[config.mk]
export PLATFORM = sky130hd
export DESIGN_NAME = vga_text_writer
export DESIGN_NICKNAME = d
export VERILOG_FILES = /design/src/rtl/vga_text_writer.sv
export SDC_FILE = /design/constraint.sdc
export NUM_CORES = 1
export LEC_CHECK = 0
export ABC_AREA = 0
export CAP_MARGIN = 20
export CORE_ASPECT_RATIO = 2
export CORE_MARGIN = 4
export CORE_UTILIZATION = 45
export DETAILED_ROUTE_END_ITERATION = 10
export HOLD_SLACK_MARGIN = 0.12
export PLACE_DENSITY = 0.7
export SYNTH_ARGS = -nofsm -noshare
export SYNTH_HDL_FRONTEND = slang
export SYNTH_SLANG_ARGS = --single-unit
[constraint.sdc]
create_clock -name clk_50mhz -period 4.65 [get_ports clk_50mhz]
set_input_delay 1.1625 -clock clk_50mhz [delete_from_list [all_inputs] [get_ports clk_50mhz]]
set_output_delay 1.1625 -clock clk_50mhz [all_outputs]
set_load 0.03 [all_outputs]
[src/rtl/vga_text_writer.sv]
// Writer side of the text-mode video memory: consumes a character stream, keeps a
// hardware cursor, and issues per-cell VM port A writes for characters and clears.
module vga_text_writer #(
    parameter int unsigned COLS           = 32,
    parameter int unsigned ROWS           = 30,
    parameter logic [7:0]  BLANK          = 8'h20,
    parameter bit          CLEAR_ON_RESET = 1'b1
) (
    input  logic        clk_50mhz,
    input  logic        rst_n,
    input  logic        char_valid,
    input  logic [7:0]  char_data,
    output logic        char_ready,
    input  logic        clear_req,
    output logic        vm_we,
    output logic [11:0] vm_addr,
    output logic [7:0]  vm_din,
    output logic [4:0]  cursor_col,
    output logic [4:0]  cursor_row,
    output logic        busy
);

    typedef enum logic [1:0] {IDLE, CLR_ALL, CLR_LINE, RESET_CLR} state_t;

    localparam logic [4:0] COL_MAX = 5'(COLS - 1);
    localparam logic [4:0] ROW_MAX = 5'(ROWS - 1);
    localparam logic [7:0] CH_BS   = 8'h08;
    localparam logic [7:0] CH_LF   = 8'h0A;
    localparam logic [7:0] CH_FF   = 8'h0C;
    localparam logic [7:0] CH_CR   = 8'h0D;
    localparam state_t     RESET_STATE = CLEAR_ON_RESET ? RESET_CLR : IDLE;

    state_t     state, state_nxt;
    logic [4:0] clr_col, clr_row;
    logic [4:0] row_adv;
    logic       accept, printable, clr_col_last, clr_all_last;

    assign accept       = char_ready & char_valid;
    assign printable    = (char_data >= 8'h20) && (char_data <= 8'h7E);
    assign row_adv      = (cursor_row == ROW_MAX) ? '0 : cursor_row + 5'd1;
    assign clr_col_last = (clr_col == COL_MAX);
    assign clr_all_last = clr_col_last && (clr_row == ROW_MAX);

    always_ff @(posedge clk_50mhz or negedge rst_n) begin
        if (!rst_n) state <= RESET_STATE;
        else        state <= state_nxt;
    end

    always_comb begin
        state_nxt = state;
        unique case (state)
            IDLE: begin
                if (clear_req) begin
                    state_nxt = CLR_ALL;
                end else if (accept) begin
                    if (char_data == CH_FF)
                        state_nxt = CLR_ALL;
                    else if ((char_data == CH_LF) || (printable && cursor_col == COL_MAX))
                        state_nxt = CLR_LINE;
                end
            end
            CLR_ALL, RESET_CLR: if (clr_all_last) state_nxt = IDLE;
            CLR_LINE:           if (clr_col_last) state_nxt = IDLE;
            default:            state_nxt = IDLE;
        endcase
    end

    // char_ready is held low during reset; busy mirrors it only once out of reset
    always_comb begin
        char_ready = rst_n && (state == IDLE) && !clear_req;
        busy       = rst_n && !char_ready;
    end

    always_ff @(posedge clk_50mhz or negedge rst_n) begin
        if (!rst_n) begin
            vm_we      <= 1'b0;
            vm_addr    <= '0;
            vm_din     <= '0;
            cursor_col <= '0;
            cursor_row <= '0;
            clr_col    <= '0;
            clr_row    <= '0;
        end else begin
            vm_we <= 1'b0;
            unique case (state)
                IDLE: begin
                    clr_col <= '0;
                    clr_row <= '0;
                    if (accept) begin
                        if (printable) begin
                            vm_we   <= 1'b1;
                            vm_addr <= {2'b00, cursor_row, cursor_col};
                            vm_din  <= char_data;
                            if (cursor_col == COL_MAX) begin
                                cursor_col <= '0;
                                cursor_row <= row_adv;
                            end else begin
                                cursor_col <= cursor_col + 5'd1;
                            end
                        end else if (char_data == CH_LF) begin
                            cursor_col <= '0;
                            cursor_row <= row_adv;
                        end else if (char_data == CH_CR) begin
                            cursor_col <= '0;
                        end else if ((char_data == CH_BS) && (cursor_col != '0)) begin
                            cursor_col <= cursor_col - 5'd1;
                            vm_we      <= 1'b1;
                            vm_addr    <= {2'b00, cursor_row, cursor_col - 5'd1};
                            vm_din     <= BLANK;
                        end
                    end
                end
                CLR_ALL, RESET_CLR: begin
                    vm_we   <= 1'b1;
                    vm_addr <= {2'b00, clr_row, clr_col};
                    vm_din  <= BLANK;
                    if (clr_col_last) begin
                        clr_col <= '0;
                        clr_row <= clr_all_last ? '0 : clr_row + 5'd1;
                    end else begin
                        clr_col <= clr_col + 5'd1;
                    end
                    if (clr_all_last) begin
                        cursor_col <= '0;
                        cursor_row <= '0;
                    end
                end
                CLR_LINE: begin
                    // cursor_row already holds the advanced row
                    vm_we   <= 1'b1;
                    vm_addr <= {2'b00, cursor_row, clr_col};
                    vm_din  <= BLANK;
                    clr_col <= clr_col_last ? '0 : clr_col + 5'd1;
                end
                default: ;
            endcase
        end
    end

endmodule

==> metrics.log, run 1 <==
INFO  metric pin_count_of_the_biggest_net_entering_global_routing = 36
INFO  metric numClockSinks = slightly above 40
INFO  metric timing.critical_path.to_type = output pin
INFO  metric max-vdd-ir-drop = 252 µV
INFO  metric routed_wirelength = between 6 and 7 mm
INFO  metric port_buffers = between 40 and 50
INFO  metric worst-r2r-setup-slack = approximately 1.8 ns
INFO  metric post_synth.cell_area_avg = approximately 9.4 µm²
INFO  metric synth_cell_type_count = 57
INFO  metric worstSkewPairLatency = approximately 0.3 ns
INFO  metric netlist_instances = 251
INFO  metric power_total = approximately 0.70 mW
INFO  metric finish.cell_count_without_fillers = roughly 350
INFO  metric async_flop_share = 100%
INFO  metric yosysSeqAreaShare = 43.4%
INFO  metric mappedNetlistArea = about 2400 µm²
INFO  metric detailed_place.area = around 2800 µm²
INFO  metric fin_nets = 310
INFO  metric yosys.area_share.adder = approximately 4.8%
INFO  metric synth-seq-cells = 41
INFO  metric worst_path_most_repeated_cell = clkdlybuf4s50_1
INFO  metric fraction_of_layout_instances_using_a_drive_strength_above_1 = between 10% and 20%
INFO  metric count_of_boundary_i_o_pins = 45
INFO  metric place.gp.congestion = around 0.84
INFO  metric placementRows = 37
INFO  metric grt_antenna_before_repair = 0
INFO  metric drt_first_pass_iters = 4
INFO  metric hold_buffers = 0
INFO  metric delay_of_the_slowest_cell_on_the_worst_path = slightly above 0.7 ns
INFO  metric placeableCoreArea = between 5000 and 6000 µm²
INFO  metric min_path_cells = 2
INFO  metric cts_resized = 0
INFO  metric fin_worst_skew = 0.00761 ns
INFO  metric cts_tree = done
INFO  metric yosys.area_share.simple = 25.4%
INFO  metric run_status = completed
INFO  metric setup.worst_path.start_class = primary input
INFO  metric holdCritPathClass = flop to flop
INFO  metric clock_path_buffers = 2
INFO  metric yosys.area_share.xor_xnor = under 10%
INFO  metric worst_slew_margin_rel = between 50% and 60%
INFO  metric global_route_wire_length_before_repair = 10.6 mm
INFO  metric endpoint = char_ready
INFO  metric initial_drc_count = 56
INFO  metric critPathArrivalTime = 2.61 ns
INFO  metric synth-compound-area-share = roughly 17%
INFO  metric grt_overflow = 0
INFO  metric final_min_period_over_clock_period = about 81%
INFO  metric tightest_slew = 0.736 ns
INFO  metric fin_crit_period = between 3 and 4 ns
INFO  metric starting_density = between 40% and 50%
INFO  metric ant_cells = 0
INFO  metric synth-warning-count = 0
INFO  metric tritoncts.num_buffers = 5
INFO  metric detail_route.wl_per_cell = roughly 18 µm
INFO  metric startpoint = clear_req
INFO  metric worst-path-stages = 3
INFO  metric critPathTopFamily = buffers and inverters
INFO  metric path_cells = clkdlybuf4s50_1 -> nor3b_1 -> clkdlybuf4s50_1
INFO  metric groute.usage.overall = between 20% and 30%
INFO  metric rsz_0062_raised_after_global_routing = false
INFO  metric ant_nets = 0
INFO  metric remaining_drc_errors = 0
INFO  metric setup-tns-final = 0 ns
INFO  metric synth_flop_cell = dfrtp_1
INFO  metric clk_root_buffer_cell = clkbuf_8
INFO  metric vias = roughly 2100
INFO  metric design_area = about 2900 µm²
INFO  metric drv_slew = 0
INFO  metric cp_data_required_time = approximately 3.5 ns
INFO  metric leakage = ~1.2 nW
INFO  metric worstReg2RegEnd = cursor_row[4]$_DFFE_PN0P_
INFO  metric floorplan.die_area = 6560 µm²
INFO  metric main_combinational_cell_family_by_area_after_synthesis = simple AND/OR/NAND/NOR gates
INFO  metric max_cap_violations = 0
INFO  metric area_added_between_synthesis_and_finish = 24.3%
INFO  metric worst_path_slowest_cell = clkdlybuf4s50_1
INFO  metric worst_r2r_path_depth = 8
INFO  metric worst-path-max-fanout = 5
INFO  metric die_height = between 100 and 150 µm
INFO  metric timing.fmax = around 0.27 GHz
INFO  metric power_density = between 200 and 250 nW/µm²
INFO  metric rr_startpoint = cursor_col[0]$_DFFE_PN0P_
INFO  metric cts_setup_buffers = 0
INFO  metric dieWidth = just under 60 µm
INFO  metric grt_pass1_vias = 2125
INFO  metric placedCellCount = 340
INFO  metric dp_hpwl = roughly 4.7 mm
INFO  metric finalHoldViolCount = 0
INFO  metric vias_per_cell = ~6.0
INFO  metric cts.clk_slew.worst_paths = around 0.080 ns
INFO  metric post_synth_mux_area_share = 3.91%
INFO  metric htree_levels = 2
INFO  metric synth_enable_flop_cells = 0
INFO  metric worstPathBufferInverterCount = 2
INFO  metric criticalPathCategory = primary input to output pin
INFO  metric finalSetupViolations = 0
-- cells in the final DEF, fill, tap and decap left out, types with 3 or more instances in the layout --
cell type	count
clkdlybuf4s50_1	41
dfrtp_1	39
nand3_1	23
nand2_1	21
o21ai_0	16
nor2_1	13
nor3_1	9
o31ai_1	9
ha_1	9
inv_1	8
mux2i_1	7
nand4_1	6
clkbuf_8	6
and3_1	5
a21oi_1	5
nor4_1	5
nor3b_1	4
buf_4	4
nor2b_1	3
or4_1	3
a21boi_0	3
o41ai_1	3
-- worst min path at each step --
| stage | start | end |
|---|---|---|
| floorplan | state[1]$_DFFE_PN1P_ | state[1]$_DFFE_PN1P_ |
| global placement | vm_din[0]$_DFFE_PN0P_ | vm_din[0]$_DFFE_PN0P_ |
| detailed placement | vm_din[0]$_DFFE_PN0P_ | vm_din[0]$_DFFE_PN0P_ |
| CTS | vm_din[0]$_DFFE_PN0P_ | vm_din[0]$_DFFE_PN0P_ |
| global route | vm_din[3]$_DFFE_PN0P_ | vm_din[3]$_DFFE_PN0P_ |
| finish | vm_din[0]$_DFFE_PN0P_ | vm_din[0]$_DFFE_PN0P_ |
-- Yosys cell counts, types with 4 or more instances --
library cell	count	area, µm²
a21oi_1	5	25.0
inv_1	8	30.0
nor3b_1	4	30.0
nand4_1	6	37.5
nand2_1	21	78.8
o21ai_0	16	80.1
mux2i_1	7	70.1
nor4_1	5	31.3
o31ai_1	9	67.6
nor2_1	14	52.6
dfrtp_1	39	976
ha_1	9	113
nor3_1	9	45.0
nand3_1	23	115
clkbuf_1	11	41.3
and3_1	5	31.3
-- worst reg2reg max path: stages (launching register included) --
cell and delay, ns:
dfrtp_1 0.54, ha_1 0.26, and3_1 0.17, ha_1 0.18, inv_1 0.09, a2111oi_2 0.52, o211ai_1 0.43, or4_1 0.57
nand3_1 0.09
-- registers in the layout, indices dropped and copies added, names as in the netlist --
| register | flops |
|---|---|
| vm_addr | 10 |
| vm_din | 8 |
| clr_col | 5 |
| clr_row | 5 |
| cursor_col | 5 |
| cursor_row | 5 |
| state | 2 |
| vm_we | 1 |
-- logic make-up after synthesis --
family	count (synthesis)
AND/OR/NAND/NOR	109
AO/OA/AOI/OAI	54
flip-flops	41
buffers and inverters	25
adder cells (fa/ha/maj)	9
multiplexers	9
XOR/XNOR	3
other	1
-- layer usage --
layer	share of wire (%)	global-route usage [%]	up-vias
li1	-	-	1003
met1	37	23.6	1011
met2	57	36.2	58
met3	3.4	2.57	15
met4	2.7	8.93	0
met5	0	0	-
-- metrics by stage --
step	util, %	setup slack, ns	hold slack, ns
2_1_floorplan	-	1.19	0.462
3_3_place_gp	54.9	0.905	0.477
4_1_cts	57.2	0.878	0.502
5_1_grt	57.2	0.746	0.529
3_5_place_dp	54.9	0.867	0.483
6_report	57.2	0.877	0.497
-- power breakdown --
part | switching (mW) | total, mW | internal [mW]
sequential | 0 | 0.356 | 0.356
combinational | 0.0286 | 0.0445 | 0.0159
clock | 0.129 | 0.304 | 0.175
total | 0.158 | 0.705 | 0.547
-- area by class of cell --
class / instances / area (µm²)
clock inverter: 2 / 37.5
multi-input combinational: 186 / 1240
sequential: 41 / 1030
inverter: 9 / 33.8
timing repair buffer: 46 / 445
fill: 469 / 2200
clock buffer: 6 / 82.6
tap: 58 / 72.6
Note: power is estimated with default switching activity, not from simulation.
==> run 2, diff against run 1 <==
Clock period 4.65 ns to 3.8 ns, I/O delays scaled along.
==> run 2 against run 1 <==
  * Utilization rose by 0.34 points
  * Sequential power up 22%
  * Total power is 20% higher
==> metrics.log, run 2 (synthesis gave the netlist of run 1 again) <==
INFO  metric routed_wirelength = 6.27 mm (+2.0%)
INFO  metric run_status = completed
INFO  metric finalSetupViolations = 0 (unchanged)
INFO  metric worst-path-stages = 3 (unchanged)
INFO  metric biggestRegsByFlops = vm_addr (10), vm_din (8)
INFO  metric worstPathBufferInverterCount = 2 (unchanged)
INFO  metric max_cap_violations = 0 (unchanged)
INFO  metric cp_data_required_time = 2.85 ns (-0.64 ns)
INFO  metric critPathArrivalTime = 2.39 ns (-0.22 ns)
INFO  metric htree_levels = 2 (unchanged)
INFO  metric hold_buffers = 0 (unchanged)
INFO  metric groute.usage.overall = 21.4% (+0.81 points)
INFO  metric worst-r2r-setup-slack = 1.16 ns (-0.59 ns)
INFO  metric cts_setup_buffers = 0 (unchanged)
INFO  metric detail_route.wl_per_cell = 17.8 µm (+0.84%)
INFO  metric most_frequent_cells_in_the_layout = clkdlybuf4s50_1, dfrtp_1, nand3_1
INFO  metric count_of_boundary_i_o_pins = 45 (unchanged)
INFO  metric area_added_between_synthesis_and_finish = 25.0%
INFO  metric largest_register_ff_count = 10 (unchanged)
INFO  metric routed-wl-met3 = 244 µm (+16%)
INFO  metric starting_density = 46.1% (unchanged)
INFO  metric remaining_drc_errors = 0 (unchanged)
INFO  metric initial_drc_count = 67 (+20%)
INFO  metric fraction_of_layout_instances_using_a_drive_strength_above_1 = 11.9% (+0.87 points)
INFO  metric clk_root_buffer_cell = clkbuf_8
INFO  metric vias_per_cell = 5.95 (-0.71%)
INFO  metric placementRows = 37 (unchanged)
INFO  metric max-vdd-ir-drop = 246 µV (-2.3%)
INFO  metric tightest_slew = 0.661 ns (-0.0751 ns)
INFO  metric setup.worst_path.start_class = primary input
INFO  metric worstReg2RegEnd = cursor_row[3]$_DFFE_PN0P_
INFO  metric grt_pass1_vias = 2195 (+3.3%)
INFO  metric floorplan.die_area = 6560 µm² (unchanged)
INFO  metric fin_worst_skew = 0.00774 ns (+0.000127 ns)
INFO  metric startpoint = clear_req
INFO  metric setup-tns-final = 0 ns (unchanged)
INFO  metric max_flop_register = vm_addr
INFO  metric cts_tree = done
INFO  metric rr_startpoint = cursor_col[0]$_DFFE_PN0P_
INFO  metric criticalPathCategory = primary input to output pin
INFO  metric path_cells = clkdlybuf4s50_1 -> nor3b_1 -> clkdlybuf4s50_1
INFO  metric dieWidth = 59.3 µm (unchanged)
INFO  metric place.gp.congestion = 0.852 (+2.0%)
INFO  metric global_route_wire_length_before_repair = 10.8 mm (+1.6%)
INFO  metric timing.fmax = approximately 0.3 GHz
INFO  metric worst_slew_margin_rel = 55.6% (+4.9 points)
INFO  metric drt_first_pass_iters = 4 (unchanged)
INFO  metric port_buffers = 42 (unchanged)
INFO  metric final_min_period_over_clock_period = 88.0%
INFO  metric die_height = 111 µm (unchanged)
INFO  metric wl_met2 = 3.59 mm (+3.1%)
INFO  metric ant_cells = 0 (unchanged)
INFO  metric dp_hpwl = 4.74 mm (+1.8%)
INFO  metric leakage = 1.26 nW (+1.4%)
INFO  metric vias = 2096 (+0.43%)
INFO  metric endpoint = char_ready
INFO  metric worst_hold_slack = 0.492 ns (-0.00508 ns)
INFO  metric utilization = 57.6% (+0.34 points)
INFO  metric worst_path_slowest_cell = clkdlybuf4s50_1
INFO  metric topRoutingLayerUsed = met4
INFO  metric routedLengthMet1 = 2.21 mm (-3.5%)
INFO  metric worst-path-max-fanout = 5 (unchanged)
INFO  metric grt_overflow = 0 (unchanged)
INFO  metric power_density = 285 nW/µm² (+19%)
INFO  metric cts.clk_slew.worst_paths = 0.07 ns (about the same)
INFO  metric grt_antenna_before_repair = 0 (unchanged)
INFO  metric placeableCoreArea = 5140 µm² (unchanged)
INFO  metric worstSkewPairLatency = 0.31 ns (about the same)
INFO  metric ant_nets = 0 (unchanged)
INFO  metric tritoncts.num_buffers = 5 (unchanged)
INFO  metric timing.critical_path.to_type = output pin
INFO  metric critPathTopFamily = buffers and inverters
INFO  metric worst_r2r_path_depth = 9 (+1)
INFO  metric worst_path_most_repeated_cell = clkdlybuf4s50_1
INFO  metric fin_nets = 314 (+1.3%)
INFO  metric clock_path_buffers = 2 (unchanged)
INFO  metric holdCritPathClass = flop to flop
INFO  metric rsz_0062_raised_after_global_routing = false
INFO  metric fin_crit_period = 3.34 ns
INFO  metric drv_slew = 0 (unchanged)
INFO  metric most_common_cell_after_layout_fill_and_taps_aside = clkdlybuf4s50_1
INFO  metric pin_count_of_the_biggest_net_entering_global_routing = 36 (unchanged)
INFO  metric cts_resized = 0 (unchanged)
INFO  metric delay_of_the_slowest_cell_on_the_worst_path = 0.71 ns (about the same)
INFO  metric finalHoldViolCount = 0 (unchanged)
INFO  metric numClockSinks = 41 (unchanged)
==> run 2: cell types whose count changed in the layout (fill, tap and decap cells not counted) <==
cell	before	now
clkinvlp_4	1	0
buf_4	4	8
clkbuf_1	0	1
clkinv_2	0	1
clkbuf_8	6	5
==> run 2: metrics by stage <==
step / total power [mW] / setup WS (ns) / instance area [µm²] / instances
after floorplan: 0.471 / 0.765 / 2370 / 252
after global placement: 0.500 / 0.476 / 2850 / 344
after detailed placement: 0.500 / 0.453 / 2850 / 344
after CTS: 0.852 / 0.454 / 2960 / 352
after global routing: 0.875 / 0.345 / 2960 / 352
final: 0.843 / 0.455 / 2960 / 352
==> run 2: worst min path at each step <==
stage / cells after the start / endpoint / start
floorplan: 2 / state[1]$_DFFE_PN1P_ / state[1]$_DFFE_PN1P_
global placement: 2 / vm_din[2]$_DFFE_PN0P_ / vm_din[2]$_DFFE_PN0P_
detailed placement: 2 / vm_din[1]$_DFFE_PN0P_ / vm_din[1]$_DFFE_PN0P_
CTS: 1 / vm_din[2]$_DFFE_PN0P_ / rst_n
global route: 1 / vm_din[2]$_DFFE_PN0P_ / rst_n
finish: 2 / vm_din[1]$_DFFE_PN0P_ / vm_din[1]$_DFFE_PN0P_
==> run 2: where the power goes <==
part | total [mW] | leakage [nW] | switching [mW] | internal, mW
logic | 0.0555 | 0.692 | 0.0357 | 0.0198
clock network | 0.351 | 0.0552 | 0.156 | 0.195
registers | 0.436 | 0.516 | 0 | 0.436
total | 0.843 | 1.26 | 0.192 | 0.651
==> run 2: final cells by class <==
type | instances | area, µm²
multi-input combinational | 186 | 1240
timing repair buffer | 50 | 475
sequential | 41 | 1030
inverter | 9 | 33.8
clock buffer | 6 | 72.6
clock inverter | 2 | 35.0
tap | 58 | 72.6
fill | 462 | 2180
==> run 2: worst reg2reg max path, stage by stage (launching register included) <==
cell and delay, ns:
dfrtp_1 0.54, ha_1 0.26, and3_1 0.17, ha_1 0.19
inv_1 0.09, a2111oi_2 0.39, o211ai_1 0.22, buf_4 0.21
or4_1 0.40, nand3_1 0.10
==> run 2: per-layer routing <==
| metal | track usage [%] | vias up |
|---|---|---|
| met2 | 36.6 | 56 |
| li1 | - | 1006 |
| met5 | 0 | - |
| met1 | 23.5 | 1018 |
| met4 | 11.8 | 0 |
| met3 | 3.98 | 16 |
